[config.mk]
export PLATFORM = sky130hd
export DESIGN_NAME = axi_instr_write_slave
export DESIGN_NICKNAME = d
export VERILOG_FILES = /design/src/rtl/axi_instr_write_slave.sv
export SDC_FILE = /design/constraint.sdc
export NUM_CORES = 1
export LEC_CHECK = 0
export ABC_AREA = 0
export CAP_MARGIN = 15
export CORE_ASPECT_RATIO = 0.8
export CORE_MARGIN = 2
export CORE_UTILIZATION = 46
export DETAILED_ROUTE_END_ITERATION = 6
export GPL_TIMING_DRIVEN = 0
export PLACE_DENSITY = 0.76
export SYNTH_ARGS = -nofsm -noshare
export SYNTH_HDL_FRONTEND = slang
export SYNTH_SLANG_ARGS = --single-unit
[constraint.sdc]
create_clock -name clk -period 10.41 [get_ports clk]
set_input_delay 2.082 -clock clk [delete_from_list [all_inputs] [get_ports clk]]
set_output_delay 2.082 -clock clk [all_outputs]
set_load 0.01 [all_outputs]
[src/rtl/axi_instr_write_slave.sv]
// rtl/axi_instr_write_slave.sv - AXI4 write slave feeding buffered instructions to the accelerator
module axi_instr_write_slave #(
  parameter int ID_W       = 12,
  parameter int ADDR_W     = 64,
  parameter int DATA_W     = 128,
  parameter int INSTR_W    = 32,
  parameter int FIFO_DEPTH = 8
) (
  input  logic                          clk,
  input  logic                          reset,
  input  logic                          s_awvalid,
  output logic                          s_awready,
  input  logic [ID_W-1:0]               s_awid,
  input  logic [ADDR_W-1:0]             s_awaddr,
  input  logic [7:0]                    s_awlen,
  input  logic                          s_wvalid,
  output logic                          s_wready,
  input  logic [DATA_W-1:0]             s_wdata,
  input  logic [DATA_W/8-1:0]           s_wstrb,
  input  logic                          s_wlast,
  output logic                          s_bvalid,
  input  logic                          s_bready,
  output logic [ID_W-1:0]               s_bid,
  output logic [1:0]                    s_bresp,
  output logic                          instr_valid,
  input  logic                          instr_ready,
  output logic [INSTR_W-1:0]            instr_data,
  output logic [$clog2(FIFO_DEPTH):0]   fifo_count,
  output logic                          drop_err
);
  localparam int PTR_W   = $clog2(FIFO_DEPTH);
  localparam int CNT_W   = PTR_W + 1;
  localparam int ISTRB_W = INSTR_W / 8;

  typedef enum logic [1:0] {IDLE, DATA, RESP} state_t;
  state_t state, state_nxt;

  logic [ID_W-1:0]    id_q;
  logic [7:0]         len_q;
  logic [8:0]         beat_cnt;
  logic               err_q;
  logic [INSTR_W-1:0] mem [FIFO_DEPTH];
  logic [PTR_W-1:0]   wr_ptr, rd_ptr;
  logic [CNT_W-1:0]   count;
  logic               fifo_full, aw_hs, w_hs, strb_ok, push, pop;

  // Address and the data/strobe bytes above the instruction slot carry nothing we route on.
  logic unused_bits;
  assign unused_bits = ^{s_awaddr, s_wdata[DATA_W-1:INSTR_W], s_wstrb[DATA_W/8-1:ISTRB_W]};

  assign fifo_full   = (count == CNT_W'(FIFO_DEPTH));
  assign aw_hs       = s_awvalid && s_awready;
  assign w_hs        = s_wvalid && s_wready;
  assign strb_ok     = &s_wstrb[ISTRB_W-1:0];
  assign push        = w_hs && strb_ok;
  assign instr_valid = (count != '0);
  assign pop         = instr_valid && instr_ready;
  assign instr_data  = mem[rd_ptr];
  assign fifo_count  = count;
  assign s_bid       = id_q;
  assign s_bresp     = {err_q, 1'b0};

  always_ff @(posedge clk or posedge reset) begin
    if (reset) state <= IDLE;
    else       state <= state_nxt;
  end

  always_comb begin
    state_nxt = state;
    s_awready = 1'b0;
    s_wready  = 1'b0;
    s_bvalid  = 1'b0;
    case (state)
      IDLE: begin
        s_awready = 1'b1;
        if (s_awvalid) state_nxt = DATA;
      end
      DATA: begin
        s_wready = !fifo_full;
        if (s_wvalid && !fifo_full && s_wlast) state_nxt = RESP;
      end
      RESP: begin
        s_bvalid = 1'b1;
        if (s_bready) state_nxt = IDLE;
      end
      default: state_nxt = IDLE;
    endcase
  end

  // Burst bookkeeping: err covers both dropped beats and a wlast that disagrees with awlen.
  always_ff @(posedge clk or posedge reset) begin
    if (reset) begin
      id_q     <= '0;
      len_q    <= '0;
      beat_cnt <= '0;
      err_q    <= 1'b0;
      drop_err <= 1'b0;
    end else begin
      if (aw_hs) begin
        id_q     <= s_awid;
        len_q    <= s_awlen;
        beat_cnt <= '0;
        err_q    <= 1'b0;
      end else if (w_hs) begin
        beat_cnt <= beat_cnt + 9'd1;
        if (!strb_ok || (s_wlast && beat_cnt != {1'b0, len_q})) err_q <= 1'b1;
      end
      if (w_hs && !strb_ok) drop_err <= 1'b1;
    end
  end

  always_ff @(posedge clk or posedge reset) begin
    if (reset) begin
      wr_ptr <= '0;
      rd_ptr <= '0;
      count  <= '0;
      for (int i = 0; i < FIFO_DEPTH; i++) mem[i] <= '0;
    end else begin
      if (push) begin
        mem[wr_ptr] <= s_wdata[INSTR_W-1:0];
        wr_ptr      <= wr_ptr + 1'b1;
      end
      if (pop) rd_ptr <= rd_ptr + 1'b1;
      case ({push, pop})
        2'b10:   count <= count + 1'b1;
        2'b01:   count <= count - 1'b1;
        default: count <= count;
      endcase
    end
  end
endmodule

==> flow_summary.yaml, run 1 <==
sta:
  rsz0062_at_grt: "false"
  timing.fmax_mhz: 179.6
  setup_viol: 0
  fin_crit_ns: 5.569
  hold_viol_final: 0
  skew_ns: 0.008637
  relSlewSlack_pct: 33.55
  tns_ns: 0
  slew_viol_final: 0
  tightest_slew_ns: 0.9968
  fin_crit_sh_pct: 53.50
cts:
  cts_setup_buffers: 0
  cts_hold_buf: 0
  path_clk_slew_ns: 0.06
  htreeDepth: 1
  insertion_delay_ns: 0.55
  clock-sinks: 299
  clk_root_buffer_cell: "clkbuf_16"
  cts_buffers: 30
  cts_buffer_depth: 3
  cts.repair.resized: 0
  cts_tree: "done"
flow_run:
  maxCapViolCount: 0
floorplanning:
  io_pins: 290
  die_h_microns: 158.0
  die_area_sq_um: 31050
  die_x_microns: 196.5
  core_area_sq_um: 29220
  num_rows: 56
  initial_core_util_pct: 46.68
cells_and_area:
  finalNetCount: 1270
  mostFrequentLayoutCell: "dfrtp_1"
  area.growth.synth_to_final_pct: 20.17
  final_layout_size_suffix_gt1_share_pct: 42.92
  layout_common_cells: "299 x dfrtp_1, 255 x mux2_2, 115 x clkdlybuf4s50_1, 74 x nand2_1, 64 x mux4_2"
  fillers: 2278
grt:
  grt_pass1_vias: 8217
  antenna_found_initial: 3
  gr-total-overflow: 0
  grt_max_degree: 114
  grt_pass1_wl_microns: 46500
  track_usage_pct: 19.27
status:
  status: "finished, final reports clean"
synth:
  ys_top_cells_by_area: "dfrtp_1 55%, mux2_2 21%, mux4_2 11%, mux2_4 3.3%, nand2_1 2.0%"
  synth-edff-count: 0
  syn_nets: 1121
  ys_seq_area_share_pct: 54.86
  synth_top_flop_cell: "dfrtp_1"
  syn-cell-area_sq_um: 13640
  synth_warnings: 0
  ys_async_sr_fraction_pct: 100.0
  synth_cells: 880
  ys_ff_latch: 299
  yosys.area.top_type: "dfrtp_1"
  synth.avg_cell_area_sq_um: 15.50
  synthDistinctLibCells: 48
  synth.top_cell.area_share_pct: 54.86
setup_path:
  worstSetupPathType: "flop to output port"
  cp-end-kind: "output port"
  crit_path_start_kind: "flop"
  cp_max_fo: 10
  crit_arrival_ns: 3.49
  worstRegToRegCells: 11
  required_ns: 8.33
drt:
  vias_per_cell: 5.490
  ant_nets: 0
  drt_iter0_drc: 401
  vias: 7862
  drc: 0
  first_pass_iters: 5
  routed_wl_microns: 28890
  post_drt_wl_per_cell_microns: 20.17
min_path:
  hold_depth: 2
  hp-class: "flop to flop"
power:
  vdd_drop_max_mv: 0.1386
  power.density_nw_per_um2: 217.9
  p_leak_uw: 0.007900
  power_uw: 3570
placement:
  gp_congestion: 0.7454
  port_buffers: 115
  dp_hpwl_microns: 18760
[report_power, final]
group,internal [uW],leakage (uW),switching [uW]
sequential,1340,0.00408,114
combinational,517,0.00330,459
clock,691,0.000529,449
total,2550,0.00790,1020
[metrics by stage]
stage	hold WS [ns]	instances	setup WS [ns]	area [sq um]	util, %
floorplan	0.4524	880	0.06713	13640	-
global placement	0.4526	1372	-3.585	15260	52.23
detailed placement	0.4608	1374	5.368	15320	52.45
CTS	0.4765	1430	4.774	16380	56.07
global route	0.4945	1431	4.670	16390	56.08
finish	0.4720	1432	4.841	16390	56.09
[critical path, stage by stage, from the launching register on]
cell             delay, ns
dfrtp_1               0.36
buf_2                 0.33
buf_2                 0.36
buf_1                 0.66
mux4_2                0.42
mux2_2                0.31
clkdlybuf4s50_1       0.49
[cell usage after synthesis, types with 2 or more instances]
cell        n
a21oi_1     3
and4_1      2
buf_1       4
buf_2      22
buf_4      11
buf_6       3
clkbuf_1   12
dfrtp_1   299
ha_1        6
inv_1       3
mux2_1      6
mux2_2    255
mux2_4     30
mux2i_1     3
mux4_2     64
nand2_1    74
nand2b_1    2
nand3_1     8
nand3b_1    2
nand4_1     2
nand4_2     2
nor2_1     11
nor2b_1     2
nor3_1      4
nor4_1      2
nor4_2      3
o21ai_0     3
or2_2       2
or3_1       2
or4_1       2
xnor2_1    14
xor2_1      6
[final timing paths]
check / startpoint / slack [ns] / end
worst max-delay path: rd_ptr[1]$_DFFE_PP0P_ / 4.84 / instr_data[15]
worst min-delay path: s_bid[2]$_DFFE_PP0P_ / 0.47 / s_bid[2]$_DFFE_PP0P_
worst max register to register: fifo_count[1]$_DFFE_PP0P_ / 7.62 / fifo_count[2]$_DFFE_PP0P_
worst min register to register: s_bid[2]$_DFFE_PP0P_ / 0.47 / s_bid[2]$_DFFE_PP0P_
max in group asynchronous: reset / 7.27 / mem[201]$_DFFE_PP0P_
min in group asynchronous: reset / 2.10 / s_bid[8]$_DFFE_PP0P_
[sequential cells by signal, indices dropped and copies added (netlist names)]
name and flops:
mem 256, s_bid 12, beat_cnt 9, len_q 8
fifo_count 4, rd_ptr 3, wr_ptr 3, state 2
drop_err 1, err_q 1
[cells by family after synthesis]
group / Yosys count / share of synthesized area (%)
AO/OA/AOI/OAI: 12 / 0.5780
XOR/XNOR: 20 / 1.284
adder cells (fa/ha/maj): 6 / 0.5504
buffers and inverters: 58 / 2.394
flip-flops: 299 / 54.86
multiplexers: 358 / 35.64
other: 1 / 0.02750
AND/OR/NAND/NOR: 126 / 4.660
[cell type report]
class | count | area, sq um | area share [%]
inverter | 4 | 22.52 | 0.1374
clock inverter | 14 | 172.7 | 1.054
multi-input combinational | 523 | 5829 | 35.57
timing repair buffer | 117 | 1206 | 7.360
tap | 377 | 471.7 | 2.878
sequential | 299 | 7482 | 45.66
antenna | 2 | 5.005 | 0.03054
clock buffer | 42 | 887.1 | 5.413
buffer | 54 | 311.5 | 1.901
[per-layer routing]
metal | vias up | GRT usage, % | share of wire [%]
li1 | 3529 | - | -
met5 | - | 0 | 0
met4 | 0 | 3.968 | 1.5
met2 | 153 | 30.63 | 47
met1 | 4140 | 28.05 | 47
met3 | 40 | 3.430 | 4.9
Note: power is estimated with default switching activity, not from simulation.
==> run 2: changes to the inputs <==
==> constraint.sdc (replaced) <==
create_clock -name clk -period 4.9 [get_ports clk]
set_input_delay 0.98 -clock clk [delete_from_list [all_inputs] [get_ports clk]]
set_output_delay 0.98 -clock clk [all_outputs]
set_load 0.01 [all_outputs]
==> flow_summary.yaml, run 2 (synthesis gave the netlist of run 1 again) <==
status:
  status: "finished, final reports clean"
cells_and_area:
  final_layout_size_suffix_gt1_share_pct: 43.44
  finalNetCount: 1277
  mostFrequentLayoutCell: "dfrtp_1"
  stdcell_count: 1436
  fillers: 2297
  diodes: 0
  largest_reg_flops: 256
  area.growth.synth_to_final_pct: 21.04
  finalInstanceArea_sq_um: 16510
  layout_common_cells: "299 x dfrtp_1, 255 x mux2_2, 115 x clkdlybuf4s50_1, 74 x nand2_1, 64 x mux4_2"
  top_register: "mem"
sta:
  skew_ns: 0.01137
  hold_viol_final: 0
  fin_crit_ns: 4.541
  fin_crit_sh_pct: 92.68
  setup_viol: 0
  setup_slack_ns: 0.3587
  relSlewSlack_pct: 33.22
  timing.fmax_mhz: 220.2
  slew_viol_final: 0
  rsz0062_at_grt: "false"
  tightest_slew_ns: 0.9878
cts:
  insertion_delay_ns: 0.55
  cts.repair.resized: 0
  cts_buffers: 30
  clock-sinks: 299
  cts_hold_buf: 0
  cts_buffer_depth: 3
  path_clk_slew_ns: 0.06
  clk_root_buffer_cell: "clkbuf_16"
  cts_setup_buffers: 0
  htreeDepth: 1
  cts_tree: "done"
floorplanning:
  die_x_microns: 196.5
  initial_core_util_pct: 46.68
  num_rows: 56
  die_area_sq_um: 31050
  io_pins: 290
  die_h_microns: 158.0
  core_area_sq_um: 29220
drt:
  drt_iter0_drc: 380
  post_drt_wl_per_cell_microns: 20.08
  vias: 7811
  ant_nets: 0
  drc: 0
  routed_wl_microns: 28840
  vias_per_cell: 5.439
  first_pass_iters: 4
placement:
  gp_congestion: 0.7584
  pre_cts_slack_ns: 0.9053
  dp_cells: 1381
  port_buffers: 115
  dp_hpwl_microns: 19460
  placed_area_sq_um: 15440
grt:
  grt_pass1_vias: 8353
  antenna_found_initial: 0
  track_usage_pct: 19.30
  grt_pass1_wl_microns: 46660
  grt_max_degree: 42
  gr-total-overflow: 0
power:
  power_uw: 7581
  clock_power_share_pct: 31.7
  power.density_nw_per_um2: 459.3
  power_frac_comb_pct: 27.6
  p_leak_uw: 0.007955
  p_int_uw: 5413
  swShare_pct: 28.59
  vdd_drop_max_mv: 0.3559
  switching_power_uw: 2168
  p_seq_share_pct: 40.7
flow_run:
  maxCapViolCount: 0
setup_path:
  cp_slowest_stage_delay_ns: 0.65
  crit_top_cell: "buf_2"
  crit_arrival_ns: 3.56
  cp-end-kind: "output port"
  required_ns: 3.92
  crit_path_start_kind: "flop"
  crit_chain: "buf_2 > buf_2 > buf_1 > mux4_2 > mux2_2 > clkdlybuf4s50_1"
  slowest_stage: "buf_1"
  cp_max_fo: 10
  worstSetupPathType: "flop to output port"
min_path:
  hp-class: "flop to flop"
## run 2: power by group through the flow
stage	Sequential, uW	Combinational (uW)	Clock [uW]
final	3090	2090	2400
after global routing	3140	2270	2560
after CTS	3090	2130	2450
after detailed placement	3130	2120	0
after global placement	3120	2070	0
after floorplan	3100	1360	0
## run 2: per-stage QoR
step	setup TNS [ns]	utilization (%)	hold WS (ns)
finish	0	56.50	0.4713
CTS	0	56.50	0.4774
global route	0	56.50	0.4972
global placement	-633.15	52.24	0.4529
floorplan	-15.87	-	0.4524
detailed placement	0	52.86	0.4613
## run 2: area by class of cell
class / count / area (sq um) / area share (%)
sequential: 299 / 7482 / 45.33
inverter: 4 / 18.77 / 0.1137
timing repair buffer: 124 / 1331 / 8.065
clock inverter: 12 / 141.4 / 0.8565
clock buffer: 43 / 920.9 / 5.579
buffer: 54 / 311.5 / 1.887
tap: 377 / 471.7 / 2.858
multi-input combinational: 523 / 5829 / 35.31
## run 2: final timing paths
kind	startpoint	end	slack [ns]	cells past startpoint
max	rd_ptr[1]$_DFFE_PP0P_	instr_data[30]	0.36	6
max reg2reg	fifo_count[1]$_DFFE_PP0P_	fifo_count[2]$_DFFE_PP0P_	2.09	11
min in group asynchronous	reset	s_bid[7]$_DFFE_PP0P_	0.78	2
min reg2reg	drop_err$_DFFE_PP0P_	drop_err$_DFFE_PP0P_	0.47	1
max in group asynchronous	reset	mem[209]$_DFFE_PP0P_	2.72	7
min	drop_err$_DFFE_PP0P_	drop_err$_DFFE_PP0P_	0.47	1
## run 2: worst max-delay path, delay by kind of cell, from the launching register on
kind	cells	cell delay [ns]
buffers and inverters	4	1.88
DFF	1	0.37
muxes	2	0.74
## run 2: metal layers
layer	up-vias	share of wire (%)	global-route usage, %
li1	3537	-	-
met4	0	2.2	4.365
met5	-	0	0
met2	142	46	31.39
met3	51	4.6	3.323
met1	4081	47	27.43
